==> src/rtl/pe_ctrl_sequencer_pkg.sv <==
// pe_ctrl_sequencer_pkg: shared widths, op codes, ctrl-word field offsets, states and the ctrl packer.
// The PE ctrl-bus receiver unpacks with the same offsets that pack_ctrl packs with.
package pe_ctrl_sequencer_pkg;
    localparam int PE_BUF_ADDR_WIDTH = 10;
    localparam int ACC_LEN_WIDTH     = 8;
    localparam int OP_CODE_WIDTH     = 3;
    localparam int CTRL_WIDTH        = 2 * PE_BUF_ADDR_WIDTH + 7 + OP_CODE_WIDTH;
    localparam logic [OP_CODE_WIDTH-1:0] OP_NOP = 3'd0;
    localparam logic [OP_CODE_WIDTH-1:0] OP_MAC = 3'd1;
    localparam int OP_CODE_LSB     = 0;
    localparam int ENABLE_BIT      = OP_CODE_WIDTH;
    localparam int RD_REQ_BIT      = OP_CODE_WIDTH + 1;
    localparam int WR_REQ_BIT      = OP_CODE_WIDTH + 2;
    localparam int WRITE_VALID_BIT = OP_CODE_WIDTH + 3;
    localparam int FLUSH_BIT       = OP_CODE_WIDTH + 4;
    localparam int WR_ADDR_LSB     = OP_CODE_WIDTH + 5;
    localparam int RD_ADDR_LSB     = WR_ADDR_LSB + PE_BUF_ADDR_WIDTH;
    localparam int POP_BIT         = RD_ADDR_LSB + PE_BUF_ADDR_WIDTH;
    localparam int PUSH_BIT        = POP_BIT + 1;
    typedef enum logic [2:0] {
        S_IDLE,
        S_ACC,
        S_WB,
        S_DRAIN,
        S_DONE
    } state_t;
    function automatic logic [CTRL_WIDTH-1:0] pack_ctrl(
        input logic                         push,
        input logic                         pop,
        input logic [PE_BUF_ADDR_WIDTH-1:0] rd,
        input logic [PE_BUF_ADDR_WIDTH-1:0] wr,
        input logic                         flush,
        input logic                         wv,
        input logic                         wreq,
        input logic                         rreq,
        input logic                         en,
        input logic [OP_CODE_WIDTH-1:0]     op
    );
        return {push, pop, rd, wr, flush, wv, wreq, rreq, en, op};
    endfunction
endpackage

==> src/rtl/pe_ctrl_sequencer_addr.sv <==
// pe_addr_counter: loadable PE buffer address counter that wraps modulo 2^PE_BUF_ADDR_WIDTH.
//  clk, reset : clock, synchronous active-high reset (addr -> 0)
//  load, base : load base as the next address (wins over inc)
//  inc        : advance the address by one
//  addr       : current address
module pe_addr_counter
    import pe_ctrl_sequencer_pkg::*;
(
    input  logic                         clk,
    input  logic                         reset,
    input  logic                         load,
    input  logic                         inc,
    input  logic [PE_BUF_ADDR_WIDTH-1:0] base,
    output logic [PE_BUF_ADDR_WIDTH-1:0] addr
);
    always_ff @(posedge clk)
        if (reset) addr <= '0;
        else if (load) addr <= base;
        else if (inc) addr <= addr + PE_BUF_ADDR_WIDTH'(1);
endmodule

==> src/rtl/pe_ctrl_sequencer.sv <==
// pe_ctrl_sequencer: per job, issues L MAC read cycles then one write-back cycle for each of N outputs.
//  clk, reset      : clock, synchronous active-high reset
//  start           : job start, accepted only in IDLE and not under stall
//  cfg_num_out     : N outputs (0..2^ADDR)      cfg_acc_len : L MAC cycles per output (0 acts as 1)
//  cfg_rd_base     : first read address         cfg_wr_base : first write address
//  cfg_src_2_sel   : operand-2 select           stall       : freezes state, counters and ctrl
//  ctrl            : registered packed PE control word
//  src_2_sel, busy, done : latched select, job-in-flight flag, one-cycle end pulse
//  Optional macro PE_CTRL_NORM_FIFO_EN: push on every WB and a DRAIN of N pop cycles before DONE.
module pe_ctrl_sequencer
    import pe_ctrl_sequencer_pkg::*;
(
    input  logic                         clk,
    input  logic                         reset,
    input  logic                         start,
    input  logic [PE_BUF_ADDR_WIDTH:0]   cfg_num_out,
    input  logic [ACC_LEN_WIDTH-1:0]     cfg_acc_len,
    input  logic [PE_BUF_ADDR_WIDTH-1:0] cfg_rd_base,
    input  logic [PE_BUF_ADDR_WIDTH-1:0] cfg_wr_base,
    input  logic                         cfg_src_2_sel,
    input  logic                         stall,
    output logic [CTRL_WIDTH-1:0]        ctrl,
    output logic                         src_2_sel,
    output logic                         busy,
    output logic                         done
);
`ifdef PE_CTRL_NORM_FIFO_EN
    localparam logic NORM = 1'b1;
`else
    localparam logic NORM = 1'b0;
`endif
    state_t state, state_nxt;
    logic [PE_BUF_ADDR_WIDTH:0]   n_q, out_idx, out_idx_nxt;
    logic [ACC_LEN_WIDTH-1:0]     l_q, acc_cnt, acc_cnt_nxt;
    logic [PE_BUF_ADDR_WIDTH-1:0] rd_addr, wr_addr;
    logic [CTRL_WIDTH-1:0]        ctrl_nxt;
    logic                         accept, rd_inc, wr_inc, last_out;
    assign accept   = state == S_IDLE && start && !stall;
    assign last_out = out_idx == n_q - (PE_BUF_ADDR_WIDTH + 1)'(1);
    // Reads across outputs are contiguous, so rd_base + out_idx*L + acc_cnt is just a running counter.
    pe_addr_counter u_rd (
        .clk(clk), .reset(reset), .load(accept), .inc(rd_inc && !stall),
        .base(cfg_rd_base), .addr(rd_addr)
    );
    pe_addr_counter u_wr (
        .clk(clk), .reset(reset), .load(accept), .inc(wr_inc && !stall),
        .base(cfg_wr_base), .addr(wr_addr)
    );
    always_comb begin
        state_nxt   = state;
        out_idx_nxt = out_idx;
        acc_cnt_nxt = acc_cnt;
        ctrl_nxt    = '0;
        rd_inc      = 1'b0;
        wr_inc      = 1'b0;
        case (state)
            S_IDLE: begin
                if (start) begin
                    state_nxt   = cfg_num_out == '0 ? S_DONE : S_ACC;
                    out_idx_nxt = '0;
                    acc_cnt_nxt = '0;
                end
            end
            S_ACC: begin
                ctrl_nxt    = pack_ctrl(1'b0, 1'b0, rd_addr, '0, 1'b0, 1'b0, 1'b0, 1'b1, 1'b1, OP_MAC);
                rd_inc      = 1'b1;
                acc_cnt_nxt = acc_cnt + ACC_LEN_WIDTH'(1);
                state_nxt   = acc_cnt == l_q - ACC_LEN_WIDTH'(1) ? S_WB : S_ACC;
            end
            S_WB: begin
                ctrl_nxt    = pack_ctrl(NORM, 1'b0, '0, wr_addr, 1'b1, 1'b1, 1'b1, 1'b0, 1'b0, OP_NOP);
                wr_inc      = 1'b1;
                acc_cnt_nxt = '0;
`ifdef PE_CTRL_NORM_FIFO_EN
                state_nxt   = last_out ? S_DRAIN : S_ACC;
                out_idx_nxt = last_out ? '0 : out_idx + (PE_BUF_ADDR_WIDTH + 1)'(1);
`else
                state_nxt   = last_out ? S_DONE : S_ACC;
                out_idx_nxt = out_idx + (PE_BUF_ADDR_WIDTH + 1)'(1);
`endif
            end
`ifdef PE_CTRL_NORM_FIFO_EN
            S_DRAIN: begin
                ctrl_nxt    = pack_ctrl(1'b0, 1'b1, '0, '0, 1'b0, 1'b0, 1'b0, 1'b0, 1'b0, OP_NOP);
                state_nxt   = last_out ? S_DONE : S_DRAIN;
                out_idx_nxt = out_idx + (PE_BUF_ADDR_WIDTH + 1)'(1);
            end
`endif
            S_DONE:  state_nxt = S_IDLE;
            default: state_nxt = S_IDLE;
        endcase
    end
    // Under stall everything holds except done, so a held DONE state releases its pulse only once.
    always_ff @(posedge clk) begin
        if (reset) begin
            state     <= S_IDLE;
            out_idx   <= '0;
            acc_cnt   <= '0;
            n_q       <= '0;
            l_q       <= '0;
            ctrl      <= '0;
            src_2_sel <= 1'b0;
            busy      <= 1'b0;
            done      <= 1'b0;
        end else if (stall) begin
            done <= 1'b0;
        end else begin
            state   <= state_nxt;
            out_idx <= out_idx_nxt;
            acc_cnt <= acc_cnt_nxt;
            ctrl    <= ctrl_nxt;
            done    <= state == S_DONE;
            busy    <= state_nxt != S_IDLE || state == S_DONE;
            if (accept) begin
                n_q       <= cfg_num_out;
                l_q       <= cfg_acc_len == '0 ? ACC_LEN_WIDTH'(1) : cfg_acc_len;
                src_2_sel <= cfg_src_2_sel;
            end
        end
    end
endmodule

==> config.mk <==
export PLATFORM = sky130hd
export DESIGN_NAME = pe_ctrl_sequencer
export DESIGN_NICKNAME = d
export VERILOG_FILES = /design/src/rtl/pe_ctrl_sequencer_pkg.sv /design/src/rtl/pe_ctrl_sequencer_addr.sv /design/src/rtl/pe_ctrl_sequencer.sv
export SDC_FILE = /design/constraint.sdc
export NUM_CORES = 1
export LEC_CHECK = 0
export CAP_MARGIN = 30
export CORE_MARGIN = 10
export CORE_UTILIZATION = 35
export CTS_BUF_LIST = sky130_fd_sc_hd__clkbuf_8
export CTS_CLUSTER_DIAMETER = 50
export DETAILED_ROUTE_END_ITERATION = 10
export GPL_ROUTABILITY_DRIVEN = 0
export PLACE_DENSITY = 0.65
export SYNTH_ARGS = -nofsm -noshare
export SYNTH_HDL_FRONTEND = slang
export SYNTH_HIERARCHICAL = 1
export SYNTH_SLANG_ARGS = --single-unit
==> constraint.sdc <==
create_clock -name clk -period 6.3 [get_ports clk]
set_input_delay 0.945 -clock clk [delete_from_list [all_inputs] [get_ports clk]]
set_output_delay 0.945 -clock clk [all_outputs]
set_load 0.01 [all_outputs]
==> results.ini, run 1 <==
[floorplanning]
die_w_um = 134
num_rows = 41
io_pins = 77
core_area_um2 = 12700
die_h_um = 134
initial_utilization_pct = 35.9
fp.dieArea_um2 = 18000

[finish]
final_util_pct = 43.8
final_layout_size_suffix_gt1_share_pct = 6.09
n_antenna_cell = 0
areaGrowthSynthToFinish_pct = 22.0
nNetsFinal = 669
final_cell_mix = dfxtp_1 (86), nand2_1 (73), nor2_1 (70), clkdlybuf4s50_1 (70), a21oi_1 (65)
layout_commonest_cell = dfxtp_1

[detailed_routing]
wl_mm = 11.8
dr.pass1.iters = 5
ant_nets = 0
drc_errors = 0
dr_total_vias = 4110
drtIter0Drc = 241
wl_per_cell_um = 14.9
vias_per_cell = 5.16

[power_and_ir_drop]
power_density_nw_per_um2 = 219
worst_ir_drop_vdd_mv = 0.0880
leakage_nw = 1.93

[sta]
final.setup.tns_ps = 0
worst_slew_pin_slew_ps = 1000
finalHoldViolations = 0
rsz0062_at_grt = no
finClkSkew_ps = 6.44
finalCritPeriodShare_pct = 63.6
max_freq_mhz = 250
setup_viol = 0
fin_crit_ps = 4010
relSlewSlack_pct = 33.0
slew_violations = 0
whs_ps = 455

[grt]
grt_overflow_total = 0
grtUsageTotal_pct = 13.0
grt_pass1_wl_mm = 19.5
grt_pass1_vias = 3962
antenna_found_initial = 0
grt_max_degree = 56

[clock_tree]
cts_inserted_buffers = 9
postCtsSetupBuffers = 0
cts_resized = 0
cts.clk_slew.worst_paths_ps = 90
cts_hold_buffers = 0
cts_max_path_buffers = 2
root_buffer = clkbuf_8
htree_levels = 3
cts_tree = built
cts_sinks = 86
clk_latency_ps = 370

[logic_synthesis]
synth.distinct_cells = 61
syn_inst = 575
yosysWarningCount = 6
synth_seq_cells = 86
avgSynthCellArea_um2 = 7.92
synth_edf_count = 0
ys.flop_type = dfxtp_1
syn_area_um2 = 4550
yosysSeqAreaShare_pct = 37.8
async_flop_share_pct = 0

[status]
status = complete, no violations

[worst_setup_path]
path_class = input port to flip-flop
cp.arrival_ps = 4310
cpPeakStageDelay_ps = 770
worst-r2r-cell-count = 6
path_max_fanout = 52
required_ps = 6610
cp-end-kind = flip-flop
timing.critical_path.mode_cell = buf_4
start_kind = input port
cp_slowest_cell = nand3_1
cp_cell_sequence = buf_2, buf_4, nor2_2, nand3_1, clkinv_1, buf_4, or3b_2, o22ai_1

[worst_hold_path]
hold_path.class = flip-flop to flip-flop
hold_depth = 2

[job]
maxCapViolations = 0

[placed_design]
place.port_buffers = 72
hpwl_mm = 8.49

[synth_stat cells (7+ instances only)]
cell type / instances / area (µm²)
xor2_1: 18 / 158
mux2i_1: 7 / 70.1
clkbuf_1: 23 / 86.3
inv_1: 11 / 41.3
and3_1: 9 / 56.3
a21oi_1: 65 / 325
buf_4: 10 / 75.1
nand3_1: 20 / 100
nor3b_1: 17 / 128
nor3_1: 15 / 75.1
nand4_1: 11 / 68.8
nor2_1: 70 / 263
xnor2_1: 23 / 201
dfxtp_1: 86 / 1720
nand2_1: 73 / 274
a211oi_1: 7 / 52.6
o21ai_0: 11 / 55.1
[flip-flops by register name (all words and copies together) (netlist names)]
register   count
acc_cnt        8
busy           1
ctrl          22
done           1
l_q            8
n_q           11
out_idx       11
src_2_sel      1
state          3
u_rd/addr     10
u_wr/addr     10
[critical path: cells and delay by family]
family | cells | cell delay [ps]
buffers and inverters | 4 | 1710
AND/OR/NAND/NOR | 3 | 1440
AO/OA/AOI/OAI | 1 | 180
[power by group]
part           internal (mW)  switching [mW]
clock network          0.264           0.212
registers              0.559          0.0231
logic                 0.0751          0.0829
total                  0.898           0.318
[cells by family (layout without fill, tap and decap cells)]
group                    Yosys count  count (layout)  share of synthesized area (%)
multiplexers                      10              10                           2.28
XOR/XNOR                          41              41                           7.88
adder cells (fa/ha/maj)            6               6                           1.65
flip-flops                        86              86                           37.8
AO/OA/AOI/OAI                    122             122                           17.4
buffers and inverters             58             104                           5.93
other                              1               4                         0.0823
AND/OR/NAND/NOR                  251             251                           27.0
[worst paths after layout]
check / startpoint / to / slack [ps]
worst max-delay path: stall / u_rd/addr[7] / 2290
worst min-delay path: src_2_sel / src_2_sel / 460
worst max register to register: state[1] / u_rd/addr[7] / 2860
worst min register to register: src_2_sel / src_2_sel / 460
[metal layers]
layer | global-route usage, % | vias up | wire length [µm]
met3 | 3.51 | 18 | 639
met4 | 6.11 | 0 | 219
met5 | 0 | - | 0
met2 | 19.0 | 102 | 5190
met1 | 17.3 | 1920 | 5780
li1 | - | 2070 | -
[stage by stage]
stage,cells,instance area [µm²],power (mW),setup slack (ps)
final,796,5560,1.22,2290
after CTS,795,5540,1.23,2330
after global routing,796,5560,1.27,2010
after detailed placement,779,5290,0.750,1950
after floorplan,578,4570,0.695,3570
after global placement,779,5290,0.744,2040
[cell type report]
cell class                      count  area (µm²)
Multi-Input combinational cell    434        2570
Tap cell                          172         215
Timing Repair Buffer               76         753
Clock buffer                        9         124
Clock inverter                      7         123
Inverter                           12        45.0
Sequential cell                    86        1720
Fill cell                        1270        7120
Power figures use the tool's default switching activity.
==> run 2: changes to the inputs <==
- clock period: 6.3 -> 3.8 ns (I/O delays scaled with it)
==> run 2 against run 1 <==
Against the previous run: worst hold slack improved by 2.8 ps; non-clock buffer count increased by 2; final cell count increased by 0.25%; wire length decreased by 1.6%; highest routed layer unchanged; cell area decreased by 0.88%; total power increased by 51%; via count decreased by 1.7%; flip-flop and latch count unchanged; critical endpoint is now u_rd/addr[6]; die area unchanged; critical path depth decreased by 1; sequential power increased by 66%; sequential share of layout area increased by 0.27 points.
==> results.ini, run 2 (same netlist as run 1, synthesis figures left out) <==
[job]
maxCapViolations = 0  ; unchanged

[detailed_routing]
vias_per_cell = 5.06  ; was 5.16
ant_nets = 0  ; unchanged
met2WireLength_mm = 5.24  ; was 5.19 mm
wl_met1_mm = 5.67  ; was 5.78 mm
wl_per_cell_um = 14.6  ; was 14.9 µm
dr.pass1.iters = 5  ; unchanged
highest_layer = met4  ; unchanged
dr_total_vias = 4041  ; was 4110
met3WireLength_um = 637  ; was 639 µm
drc_errors = 0  ; unchanged
drtIter0Drc = 211  ; was 241
wl_mm = 11.6  ; was 11.8 mm

[worst_setup_path]
cp-end-kind = flip-flop  ; unchanged
crit_cells = 7  ; was 8
worst-r2r-cell-count = 7  ; was 6
crit_start = state[1]  ; was stall
path_delay_family = simple AND/OR/NAND/NOR gates  ; was buffers and inverters
crit_buf_inv = 0  ; was 4
required_ps = 4120  ; was 6610 ps
endpoint = u_rd/addr[6]  ; was u_rd/addr[7]
reg2reg_from = state[1]  ; unchanged
cp_slowest_cell = nor2_1  ; was nand3_1
cpPeakStageDelay_ps = 730  ; was 770 ps
start_kind = flip-flop  ; was input port
path_max_fanout = 14  ; was 52
path_class = flip-flop to flip-flop  ; was input port to flip-flop
rrSetupSlack_ps = 1110  ; was 2860 ps
worstReg2RegEnd = u_rd/addr[6]  ; was u_rd/addr[7]
cp.arrival_ps = 3010  ; was 4310 ps
cp_cell_sequence = nor2_1, nand2_1, nor2_1, nand2_1, or3_1, a21o_1, a21oi_2  ; was buf_2, buf_4, nor2_2, nand3_1, clkinv_1, buf_4, or3b_2, o22ai_1

[sta]
finalHoldViolations = 0  ; unchanged
finClkSkew_ps = 16.3  ; was 6.44 ps
fin_crit_ps = 2690
whs_ps = 458  ; was 455 ps
slew_violations = 0  ; unchanged
setup_viol = 0  ; unchanged
rsz0062_at_grt = no  ; unchanged
finalCritPeriodShare_pct = 70.8
worst_slew_pin_slew_ps = 798  ; was 1000 ps
final.setup.tns_ps = 0  ; unchanged
relSlewSlack_pct = 46.6  ; was 33.0%
max_freq_mhz = 372
finalWorstSetupSlack_ps = 1110  ; was 2290 ps

[clock_tree]
cts_max_path_buffers = 2  ; unchanged
postCtsSetupBuffers = 0  ; unchanged
cts_sinks = 86  ; unchanged
root_buffer = clkbuf_8  ; unchanged
cts_inserted_buffers = 9  ; unchanged
cts_tree = built  ; unchanged
clk_latency_ps = 370  ; about the same
htree_levels = 3  ; unchanged
cts_resized = 0  ; unchanged
cts_hold_buffers = 0  ; unchanged
cts.clk_slew.worst_paths_ps = 90  ; about the same

[power_and_ir_drop]
worst_ir_drop_vdd_mv = 0.188  ; was 0.0880 mV
leakage_nw = 1.91  ; was 1.93 nW
power_density_nw_per_um2 = 333  ; was 219 nW/µm²
p_total_mw = 1.83  ; was 1.22 mW

[finish]
final_util_pct = 43.5  ; was 43.8%
final_layout_size_suffix_gt1_share_pct = 6.39  ; was 6.09%
design_area_um2 = 5510  ; was 5560 µm²
fin_cells = 798  ; was 796
largest_reg_flops = 22  ; unchanged
areaGrowthSynthToFinish_pct = 20.9  ; was 22.0%
largest_registers = ctrl (22), n_q (11), out_idx (11)  ; unchanged
final_cell_mix = dfxtp_1 (86), nand2_1 (73), nor2_1 (70), clkdlybuf4s50_1 (70), a21oi_1 (65)  ; unchanged
nNetsFinal = 671  ; was 669
n_antenna_cell = 0  ; unchanged
layout_commonest_cell = dfxtp_1  ; unchanged
top_register = ctrl  ; unchanged

[floorplanning]
core_area_um2 = 12700  ; unchanged
fp.dieArea_um2 = 18000  ; unchanged
initial_utilization_pct = 35.9  ; unchanged
die_w_um = 134  ; unchanged
io_pins = 77  ; unchanged
die_h_um = 134  ; unchanged
num_rows = 41  ; unchanged

[placed_design]
place.port_buffers = 72  ; unchanged
hpwl_mm = 8.47  ; was 8.49 mm
place_ws_ps = 1170  ; was 1950 ps
dpl_cell_area_um2 = 5320  ; was 5290 µm²
placedCellCount = 782  ; was 779

[grt]
grtUsageTotal_pct = 13.0  ; about the same
antenna_found_initial = 0  ; unchanged
grt_overflow_total = 0  ; unchanged
grt_pass1_wl_mm = 19.5  ; about the same
grt_max_degree = 52  ; was 56
grt_pass1_vias = 3951  ; was 3962

[worst_hold_path]
hold_path.class = flip-flop to flip-flop  ; unchanged

[status]
status = complete, no violations  ; unchanged

[run 2: cell types whose count changed in the layout (fill, tap and decap cells not counted), sizes merged]
cell,change
buf,+2
bufinv,-3
clkbuf,+1
clkinv,-1
clkinvlp,+1
inv,+2
[run 2: worst min-delay path: stages (launching register included)]
cell and delay, ps:
dfxtp_1 320, nand2_1 50, a21oi_1 50
[run 2: how the worst min path moves through the flow]
stage                         start        end  slack, ps  cells after the start
after global routing      src_2_sel  src_2_sel        500                      2
after detailed placement  src_2_sel  src_2_sel        450                      2
after global placement    src_2_sel  src_2_sel        440                      2
after CTS                 src_2_sel  src_2_sel        460                      2
final                     src_2_sel  src_2_sel        460                      2
after floorplan              l_q[7]     l_q[7]        450                      2
[run 2: layout make-up]
type,count,area [µm²]
clock buffer,10,138
clock inverter,6,45.0
fill,1338,7160
inverter,12,45.0
multi-input combinational,434,2570
sequential,86,1720
tap,172,215
timing repair buffer,78,768
[run 2: report_power, final]
group          leakage (nW)  switching, mW  internal [mW]  total, mW
sequential            0.697         0.0385          0.926      0.965
combinational          1.13          0.136          0.126      0.262
clock                0.0853          0.350          0.259      0.608
[run 2: per-layer routing]
layer / vias to the layer above / global-route usage (%)
li1: 2076 / -
met3: 6 / 3.73
met2: 93 / 20.4
met5: - / 0
met4: 0 / 3.57
met1: 1866 / 17.1
